<file path="src/rtl/sys_state_ctrl.sv">
// sys_state_ctrl: system working-state controller for the ECT board.
// Accepts host commands over a valid/ready handshake and sequences the
// system through Idle, Check (self-check), Work (acquisition) and Fault.
// SysStat is the raw state code consumed by the LED indicator stage.
// Optional feature: define SYS_WATCHDOG_EN to build the self-check
// watchdog timer (ErrCode 11 on timeout); without it Check waits
// indefinitely for CheckDone.
module sys_state_ctrl #(
    parameter int unsigned      CNT_W   = 20,
    parameter logic [CNT_W-1:0] TIMEOUT = 20'd500000
) (
    input  logic        CLK1M,
    input  logic        RST,
    input  logic        CmdValid,
    input  logic [1:0]  CmdCode,
    input  logic [15:0] CmdData,
    output logic        CmdReady,
    input  logic        CheckDone,
    input  logic        CheckPass,
    input  logic        FrameDone,
    output logic [1:0]  SysStat,
    output logic        CheckStart,
    output logic        WorkEn,
    output logic [15:0] FrameCnt,
    output logic        ErrFlag,
    output logic [1:0]  ErrCode
);

    // State encoding doubles as the LED status code.
    typedef enum logic [1:0] {
        ST_IDLE  = 2'b00,
        ST_CHECK = 2'b01,
        ST_WORK  = 2'b10,
        ST_FAULT = 2'b11
    } state_t;

    typedef enum logic [1:0] {
        CMD_NOP         = 2'b00,
        CMD_START_CHECK = 2'b01,
        CMD_START_WORK  = 2'b10,
        CMD_STOP        = 2'b11
    } cmd_t;

    localparam logic [1:0] ERR_NONE       = 2'b00;
    localparam logic [1:0] ERR_NO_CHECK   = 2'b01;
    localparam logic [1:0] ERR_CHECK_FAIL = 2'b10;
`ifdef SYS_WATCHDOG_EN
    localparam logic [1:0] ERR_TIMEOUT    = 2'b11;
    // Last timer value of the watchdog window; Check lasts TIMEOUT cycles.
    localparam logic [CNT_W-1:0] TIMEOUT_LAST = TIMEOUT - CNT_W'(1);
`endif

    state_t      state, state_nxt;
    logic        check_start_nxt;
    logic        checked_ok, checked_ok_nxt;
    logic [15:0] frame_cnt_nxt;
    logic [15:0] frame_inc;
    logic [15:0] target, target_nxt;
    logic [1:0]  err_code_nxt;
    logic        cmd_fire;
    cmd_t        cmd;

`ifdef SYS_WATCHDOG_EN
    logic [CNT_W-1:0] timer, timer_nxt;
`else
    // Timer parameters have no hardware in this build; this empty block
    // only keeps them referenced.
    if (CNT_W == 0 || TIMEOUT == '0) begin : g_unused_timer_params
    end
`endif

    // Combinational status outputs decoded from the state register.
    assign SysStat  = state;
    assign ErrFlag  = (state == ST_FAULT);
    assign CmdReady = (state != ST_CHECK);
    assign cmd_fire = CmdValid & CmdReady;
    assign cmd      = cmd_t'(CmdCode);
    // Count saturates at all-ones; only reachable in continuous mode.
    assign frame_inc = (FrameCnt == 16'hFFFF) ? FrameCnt : FrameCnt + 16'd1;

    // Next-state and next-register-value logic.
    always_comb begin
        // NOTE: every variable gets a default first so no path leaves it unassigned (no latch).
        state_nxt       = state;
        check_start_nxt = 1'b0;
        checked_ok_nxt  = checked_ok;
        frame_cnt_nxt   = FrameCnt;
        target_nxt      = target;
        err_code_nxt    = ErrCode;
`ifdef SYS_WATCHDOG_EN
        timer_nxt       = timer;
`endif
        case (state)
            ST_IDLE: begin
                if (cmd_fire) begin
                    case (cmd)
                        CMD_START_CHECK: begin
                            state_nxt       = ST_CHECK;
                            check_start_nxt = 1'b1;
`ifdef SYS_WATCHDOG_EN
                            timer_nxt       = '0;
`endif
                        end
                        CMD_START_WORK: begin
                            if (checked_ok) begin
                                state_nxt     = ST_WORK;
                                frame_cnt_nxt = 16'd0;
                                target_nxt    = CmdData;
                            end else begin
                                state_nxt     = ST_FAULT;
                                err_code_nxt  = ERR_NO_CHECK;
                            end
                        end
                        default: ;  // NOP and STOP leave Idle unchanged
                    endcase
                end
            end
            ST_CHECK: begin
`ifdef SYS_WATCHDOG_EN
                timer_nxt = timer + CNT_W'(1);
`endif
                // CheckDone takes priority over a coincident timeout.
                if (CheckDone) begin
                    if (CheckPass) begin
                        state_nxt      = ST_IDLE;
                        checked_ok_nxt = 1'b1;
                    end else begin
                        state_nxt      = ST_FAULT;
                        err_code_nxt   = ERR_CHECK_FAIL;
                    end
                end
`ifdef SYS_WATCHDOG_EN
                else if (timer == TIMEOUT_LAST) begin
                    state_nxt    = ST_FAULT;
                    err_code_nxt = ERR_TIMEOUT;
                end
`endif
            end
            ST_WORK: begin
                if (FrameDone) begin
                    frame_cnt_nxt = frame_inc;
                    if (target != 16'd0 && frame_inc == target) begin
                        state_nxt = ST_IDLE;
                    end
                end
                // STOP ends the run; a coincident frame still counts.
                if (cmd_fire && cmd == CMD_STOP) begin
                    state_nxt = ST_IDLE;
                end
            end
            ST_FAULT: begin
                if (cmd_fire && cmd == CMD_STOP) begin
                    state_nxt      = ST_IDLE;
                    err_code_nxt   = ERR_NONE;
                    checked_ok_nxt = 1'b0;
                end
            end
            default: state_nxt = ST_IDLE;
        endcase
    end

    // State and datapath registers with asynchronous active-low reset.
    always_ff @(posedge CLK1M or negedge RST) begin
        if (!RST) begin
            state      <= ST_IDLE;
            CheckStart <= 1'b0;
            WorkEn     <= 1'b0;
            FrameCnt   <= 16'd0;
            ErrCode    <= ERR_NONE;
            checked_ok <= 1'b0;
            target     <= 16'd0;
`ifdef SYS_WATCHDOG_EN
            timer      <= '0;
`endif
        end else begin
            // NOTE: non-blocking assignments so every register samples pre-edge values.
            state      <= state_nxt;
            CheckStart <= check_start_nxt;
            WorkEn     <= (state_nxt == ST_WORK);
            FrameCnt   <= frame_cnt_nxt;
            ErrCode    <= err_code_nxt;
            checked_ok <= checked_ok_nxt;
            target     <= target_nxt;
`ifdef SYS_WATCHDOG_EN
            timer      <= timer_nxt;
`endif
        end
    end

endmodule

</file>
<file path="config.mk">
export PLATFORM = sky130hd
export DESIGN_NAME = sys_state_ctrl
export DESIGN_NICKNAME = d
export VERILOG_FILES = /design/src/rtl/sys_state_ctrl.sv
export SDC_FILE = /design/constraint.sdc
export NUM_CORES = 1
export LEC_CHECK = 0
export BUFFER_PORTS_ARGS = -buffer_cell sky130_fd_sc_hd__buf_2
export CORE_ASPECT_RATIO = 0.8
export CORE_UTILIZATION = 55
export DETAILED_ROUTE_END_ITERATION = 8
export PLACE_DENSITY = 0.86
export SLEW_MARGIN = 0
export SYNTH_ARGS = -nofsm -noshare
export SYNTH_HDL_FRONTEND = slang
export SYNTH_SLANG_ARGS = --single-unit
</file>
<file path="constraint.sdc">
create_clock -name CLK1M -period 3.7 [get_ports CLK1M]
set_clock_uncertainty 0.05 [all_clocks]
set_input_delay 0.74 -clock CLK1M [delete_from_list [all_inputs] [get_ports CLK1M]]
set_output_delay 0.74 -clock CLK1M [all_outputs]
set_load 0.02 [all_outputs]
</file>
==> run summary, run 1 <==
Outcome: completed
H-Tree Depth: 2
Sequential Power Share: 44.6%
Final setup TNS: 0 ps
Prevailing post-synth register cell: dfrtp_1
Yosys top cell by area: dfrtp_1
Worst Path Max Fanout: 11
Reg area: 975.9 um^2
Pre-Repair DR Iteration Count: 5
Synth Area in Adders: 1.952%
Crit end category: flip-flop
Vias per inst: 6.294
Yosys top cell area share: 38.07%
Slew HR: 43.36%
Hold WC Path Type: in2async
Port-buffer cells: 47
Die width: 78.33 um
Critical path data required time: 3820 ps
Switching Share: 43.51%
Power per Cell Area: 544.8 nW/um^2
CORE AREA: 4335 um^2
Setup bufs post-CTS: 0
WP buf/inv: 0
Area delta synth->final: 11.76%
Post-synth net total: 335
Crit path depth: 8
Post-layout min period: 2811 ps
Largest family of logic cells by synthesized area: simple AND/OR/NAND/NOR gates
First-pass GRT wire length: 11160 um
Starting Density: 59.13%
Mux contribution to synthesized area: 2.587%
Synth Area in XOR/XNOR: 3.758%
Overflow after GRT: 0
Highest clock rate: 0.3557 GHz
Routed WL: 6861 um
Die height: 63.07 um
CP Data Arrival Time: 2930 ps
Routability congestion estimate from global placement: 0.9835
Compound-Gate Fraction of Synth Area: 19.47%
Worst VDD drop: 0.0003658 V
Kind of critical path: reg2reg
# nets final: 375
Max-cap violations: 0
Avg Cell Area, Syn: 8.351 um^2
Most numerous cell in the Yosys netlist: nand2_1
Reg-to-reg startpoint: FrameCnt[0]
Longest Clk Path Bufs: 2
Post-Synth Simple-Gate Area: 27.72%
Fill cells: 397
Initial antenna violation count: 0
Pint: 0.8819 mW
Fin. Hold Viols: 0
Clk slew on worst S/H paths: 80 ps
Vias: 2549
DR iter-0 viols: 247
Drc violations: 0
Wirelength per Cell: 16.94 um
Hold buffer count at cts: 0
CTS Buf Count: 5
Setup WS post-layout: 888.9 ps
RSZ-0062 raised after global routing: no
Crit. Startpoint: FrameCnt[0]
CP delay by family, top: simple AND/OR/NAND/NOR gates
Power share of the combinational group: 37.4%
Path depth of the worst reg2reg path: 8
Slowest cell on crit path: or4_1
Dpl ws: 935.3 ps
Final HPWL DP: 5076 um
CTS root buffer: clkbuf_8
Clock latency on the worst-skew pair: 300 ps
Final Core Density: 66.09%
Row Count: 21
Largest net degree at the start of global routing: 40
CTS tree: built
Inserted Diodes: 0
Clock network fraction of total power: 18.0%
Ranking of synthesized cells by area: dfrtp_1, nand2_1, o21ai_0, a21oi_1, a311oi_1
Seq/Total Area, Yosys: 38.07%
Io pins: 48
Final setup viols: 0
Clock sink count: 39
Routed Antenna Nets: 0
Multi-input logic area: 1423 um^2
Layout cells sized above 1: 20.98%
Area of the mapped netlist: 2564 um^2
Worst Max-Slew Pin Slew: 849.6 ps
FFs w/ async S/R, synth: 100.0%
YS warnings: 0
Switching power: 0.6793 mW
Number of synthesized flops with an enable pin: 0
Fin. max-slew vios: 0
Post-synth cell types: 51
Vias in the first global route: 2265
Max incr delay on CP: 710 ps
Full die area: 4940 um^2
Period utilisation layout: 75.97%
CP startpoint kind: flip-flop
Critical-path cell list: ha_1 -> nand3_1 -> or4_1 -> mux2_2 -> a22o_1 -> o211ai_1 -> nor4_2 -> a31oi_1
CTS resizes: 0
Synth Register Bits: 39
Commonest cells in the netlist: nand2_1, dfrtp_1, o21ai_0
Total global-route track usage: 29.90%
Cell count after synthesis: 307
P_leak: 1.323 nW
[per-layer routing]
| metal | track usage (%) | vias up | part of all wire, % |
|---|---|---|---|
| met5 | 0 | - | 0 |
| met4 | 9.491 | 0 | 2.2 |
| met3 | 5.797 | 20 | 10 |
| met2 | 44.41 | 154 | 43 |
| met1 | 43.80 | 1180 | 45 |
| li1 | - | 1195 | - |
[layout make-up]
type	count	area share, %
well taps	57	2.489
inverters	13	1.703
flip-flops and latches	39	34.06
repair buffers	51	9.258
multi-input cells	237	49.65
clock buffers	7	2.664
clock inverters	1	0.1747
[stage by stage]
| stage | power (mW) | cells | hold slack [ps] | area (um^2) |
|---|---|---|---|---|
| after floorplan | 1.072 | 307 | 394.4 | 2564 |
| after global placement | 1.252 | 397 | 479.6 | 2784 |
| after detailed placement | 1.269 | 397 | 486.3 | 2784 |
| after CTS | 1.552 | 405 | 504.9 | 2865 |
| after global routing | 1.654 | 405 | 528.2 | 2865 |
| final | 1.561 | 405 | 487.9 | 2865 |
[flip-flops by register name, indices dropped and copies added, names as in the netlist]
signal	flops
ErrCode	2
checked_ok	1
target	16
FrameCnt	16
CheckStart	1
SysStat	2
WorkEn	1
[worst register-to-register path, stage by stage, from the launching register on]
cell	delay, ps
dfrtp_1	470
ha_1	290
nand3_1	330
or4_1	710
mux2_2	310
a22o_1	130
o211ai_1	100
nor4_2	190
a31oi_1	120
[power by group through the flow]
stage	combinational [mW]	sequential [mW]	clock, mW
floorplan	0.381	0.691	0
global placement	0.562	0.689	0
detailed placement	0.572	0.697	0
CTS	0.577	0.690	0.286
global route	0.636	0.715	0.303
finish	0.583	0.696	0.282
[path summary, 6_finish.rpt]
path | end | slack [ps]
worst min register to register | target[14] | 510
min in group CLK1M | target[14] | 510
max in group asynchronous | target[15] | 2560
worst max-delay path | WorkEn | 890
worst max register to register | WorkEn | 890
worst min-delay path | FrameCnt[7] | 490
[logic make-up (layout without fill, tap and decap cells)]
logic type	after synthesis	after routing
multiplexers	6	6
flip-flops	39	39
AO/OA/AOI/OAI	75	75
AND/OR/NAND/NOR	141	141
XOR/XNOR	11	11
buffers and inverters	31	72
adder cells (fa/ha/maj)	4	4
[placed cells by master, fill, tap and decap left out, types with 3 or more instances in the layout]
cell	Yosys	layout
nand2_1	53	53
nand2b_1	3	3
nor2_1	20	20
nor4_1	7	7
buf_2	0	47
a31oi_1	6	6
ha_1	4	4
xor2_1	5	5
nor3_1	8	8
mux2i_1	4	4
o211ai_1	3	3
xnor2_1	6	6
a311oi_1	9	9
o21ai_0	24	24
nand4_1	7	7
buf_4	5	4
a21oi_1	17	17
nand3_1	15	15
and3_1	5	5
dfrtp_1	39	39
inv_1	13	13
or2_2	3	3
clkbuf_8	0	5
Note: power is estimated with default switching activity, not from simulation.
==> run 2: changes to the inputs <==
--- a/config.mk
+++ b/config.mk
@@ -7,9 +7,9 @@
 export LEC_CHECK = 0
 export BUFFER_PORTS_ARGS = -buffer_cell sky130_fd_sc_hd__buf_2
 export CORE_ASPECT_RATIO = 0.8
-export CORE_UTILIZATION = 55
+export CORE_UTILIZATION = 50
 export DETAILED_ROUTE_END_ITERATION = 8
-export PLACE_DENSITY = 0.86
+export PLACE_DENSITY = 0.83
 export SLEW_MARGIN = 0
 export SYNTH_ARGS = -nofsm -noshare
 export SYNTH_HDL_FRONTEND = slang
==> constraint.sdc (replaced) <==
create_clock -name CLK1M -period 2.44 [get_ports CLK1M]
set_clock_uncertainty 0.05 [all_clocks]
set_input_delay 0.488 -clock CLK1M [delete_from_list [all_inputs] [get_ports CLK1M]]
set_output_delay 0.488 -clock CLK1M [all_outputs]
set_load 0.02 [all_outputs]
==> run summary, run 2 (synthesized netlist as in run 1, its figures left out) <==
Worst Max-Slew Pin Slew: 857.5 ps
Vias: 2770
Fin. max-slew vios: 0
Final hold slack: 239.0 ps
Slew HR: 42.84%
Outcome: completed
H-Tree Depth: 2
Post-layout min period: 2365 ps
Inserted Diodes: 0
Path depth of the worst reg2reg path: 7
Layout cells sized above 1: 34.74%
Initial antenna violation count: 0
Total global-route track usage: 31.77%
Vias per inst: 6.295
Routed Antenna Nets: 0
Hold buffer count at cts: 0
DR iter-0 viols: 269
Critical-path cell list: buf_4 -> or4_4 -> and3_4 -> a2111oi_4 -> o211ai_1 -> nor4_2 -> a31oi_1
Max-cap violations: 0
Clk slew on worst S/H paths: 80 ps
Die width: 82.06 um
Pre-Repair DR Iteration Count: 4
Most frequent cells in the layout: nand2_1, buf_2, buf_4, dfrtp_1, o21ai_0
Io pins: 48
CORE AREA: 4762 um^2
Slowest cell on crit path: or4_4
Hold WC Path Type: in2async
CP Data Arrival Time: 2480 ps
CTS tree: built
Wirelength per Cell: 17.99 um
Critical path data required time: 2560 ps
Starting Density: 53.84%
Period utilisation layout: 96.94%
Routed WL: 7915 um
Post-placement cell area: 3045 um^2
Total power: 2.655 mW
Kind of critical path: reg2reg
R2R Setup Slk: 70 ps
Final HPWL DP: 5779 um
Routability congestion estimate from global placement: 0.9550
Clock latency on the worst-skew pair: 300 ps
Most common cell after layout, fill and taps aside: nand2_1
Final Core Density: 68.97%
# nets final: 408
CTS Buf Count: 5
First-pass GRT wire length: 12600 um
Power per Cell Area: 808.2 nW/um^2
Worst VDD drop: 0.0006050 V
Crit end category: flip-flop
Area delta synth->final: 28.11%
Reg-to-reg startpoint: FrameCnt[9]
Vias in the first global route: 2594
CTS root buffer: clkbuf_8
Fin. Hold Viols: 0
Largest registers: FrameCnt x16, target x16
R2R Path End: SysStat[1]
Die height: 66.05 um
Highest clock rate: 0.4228 GHz
Worst Path Max Fanout: 7
Drc violations: 0
Clock sink count: 39
Row Count: 22
Longest Clk Path Bufs: 2
Overflow after GRT: 0
Fin area: 3284 um^2
Final setup viols: 0
Full die area: 5419 um^2
Max incr delay on CP: 560 ps
P_leak: 1.515 nW
Fin cells: 440
CP startpoint kind: flip-flop
Largest net degree at the start of global routing: 40
Port-buffer cells: 47
Placed insts: 428
[run 2: changes by cell type in the layout (fill, tap and decap cells not counted), sizes merged]
cell,delta
buf,+33
clkbuf,-2
clkinv,+1
[run 2: layout make-up]
class / instances / area, um^2
multi-input cells: 237 / 1562
clock buffers: 5 / 68.82
fillers: 409 / 1478
inverters: 13 / 48.80
repair buffers: 84 / 529.3
clock inverters: 2 / 13.76
flip-flops and latches: 39 / 987.2
well taps: 60 / 75.07
[run 2: stage by stage]
step                      setup slack (ps)  TNS [ps]
after floorplan                      5.594         0
after global placement               16.33         0
after detailed placement            -39.97    -71.26
after CTS                            5.610         0
after global routing                -26.53    -51.00
final                                74.57         0
[run 2: routing by layer]
layer	part of all wire (%)	routed length (um)	vias up	global-route usage (%)
met2	45	3544	159	48.76
met4	2.6	203	0	11.62
li1	-	-	1259	-
met5	0	0	-	0
met1	43	3407	1323	43.49
met3	9.6	759	29	7.172
[run 2: critical path: cells and delay by family (launching register included)]
| family | cells | cell delay [ps] |
|---|---|---|
| DFF | 1 | 420 |
| and+or+nand+nor | 3 | 1060 |
| AOI/OAI and AO/OA | 3 | 520 |
| buffers and inverters | 1 | 180 |
[run 2: how the worst max path moves through the flow]
stage,to,startpoint,slack (ps),cells past startpoint
final,SysStat[1],FrameCnt[9],70,7
after global routing,WorkEn,FrameCnt[11],-30,9
after CTS,SysStat[1],FrameCnt[1],6,9
after detailed placement,SysStat[1],FrameCnt[1],-40,9
after global placement,WorkEn,FrameCnt[0],20,9
after floorplan,SysStat[1],FrameCnt[8],6,8
[run 2: timing repair]
action	CTS	global route
endpoints found under the setup margin	2	2
pin swaps	9	9
buffers inserted	4	3
resized for setup	6	19
[run 2: report_power, final]
| group | leakage, nW | internal (mW) | total (mW) | switching [mW] |
|---|---|---|---|---|
| combinational | 0.982 | 0.510 | 1.21 | 0.704 |
| sequential | 0.489 | 0.806 | 1.00 | 0.196 |
| clock | 0.0440 | 0.196 | 0.439 | 0.243 |
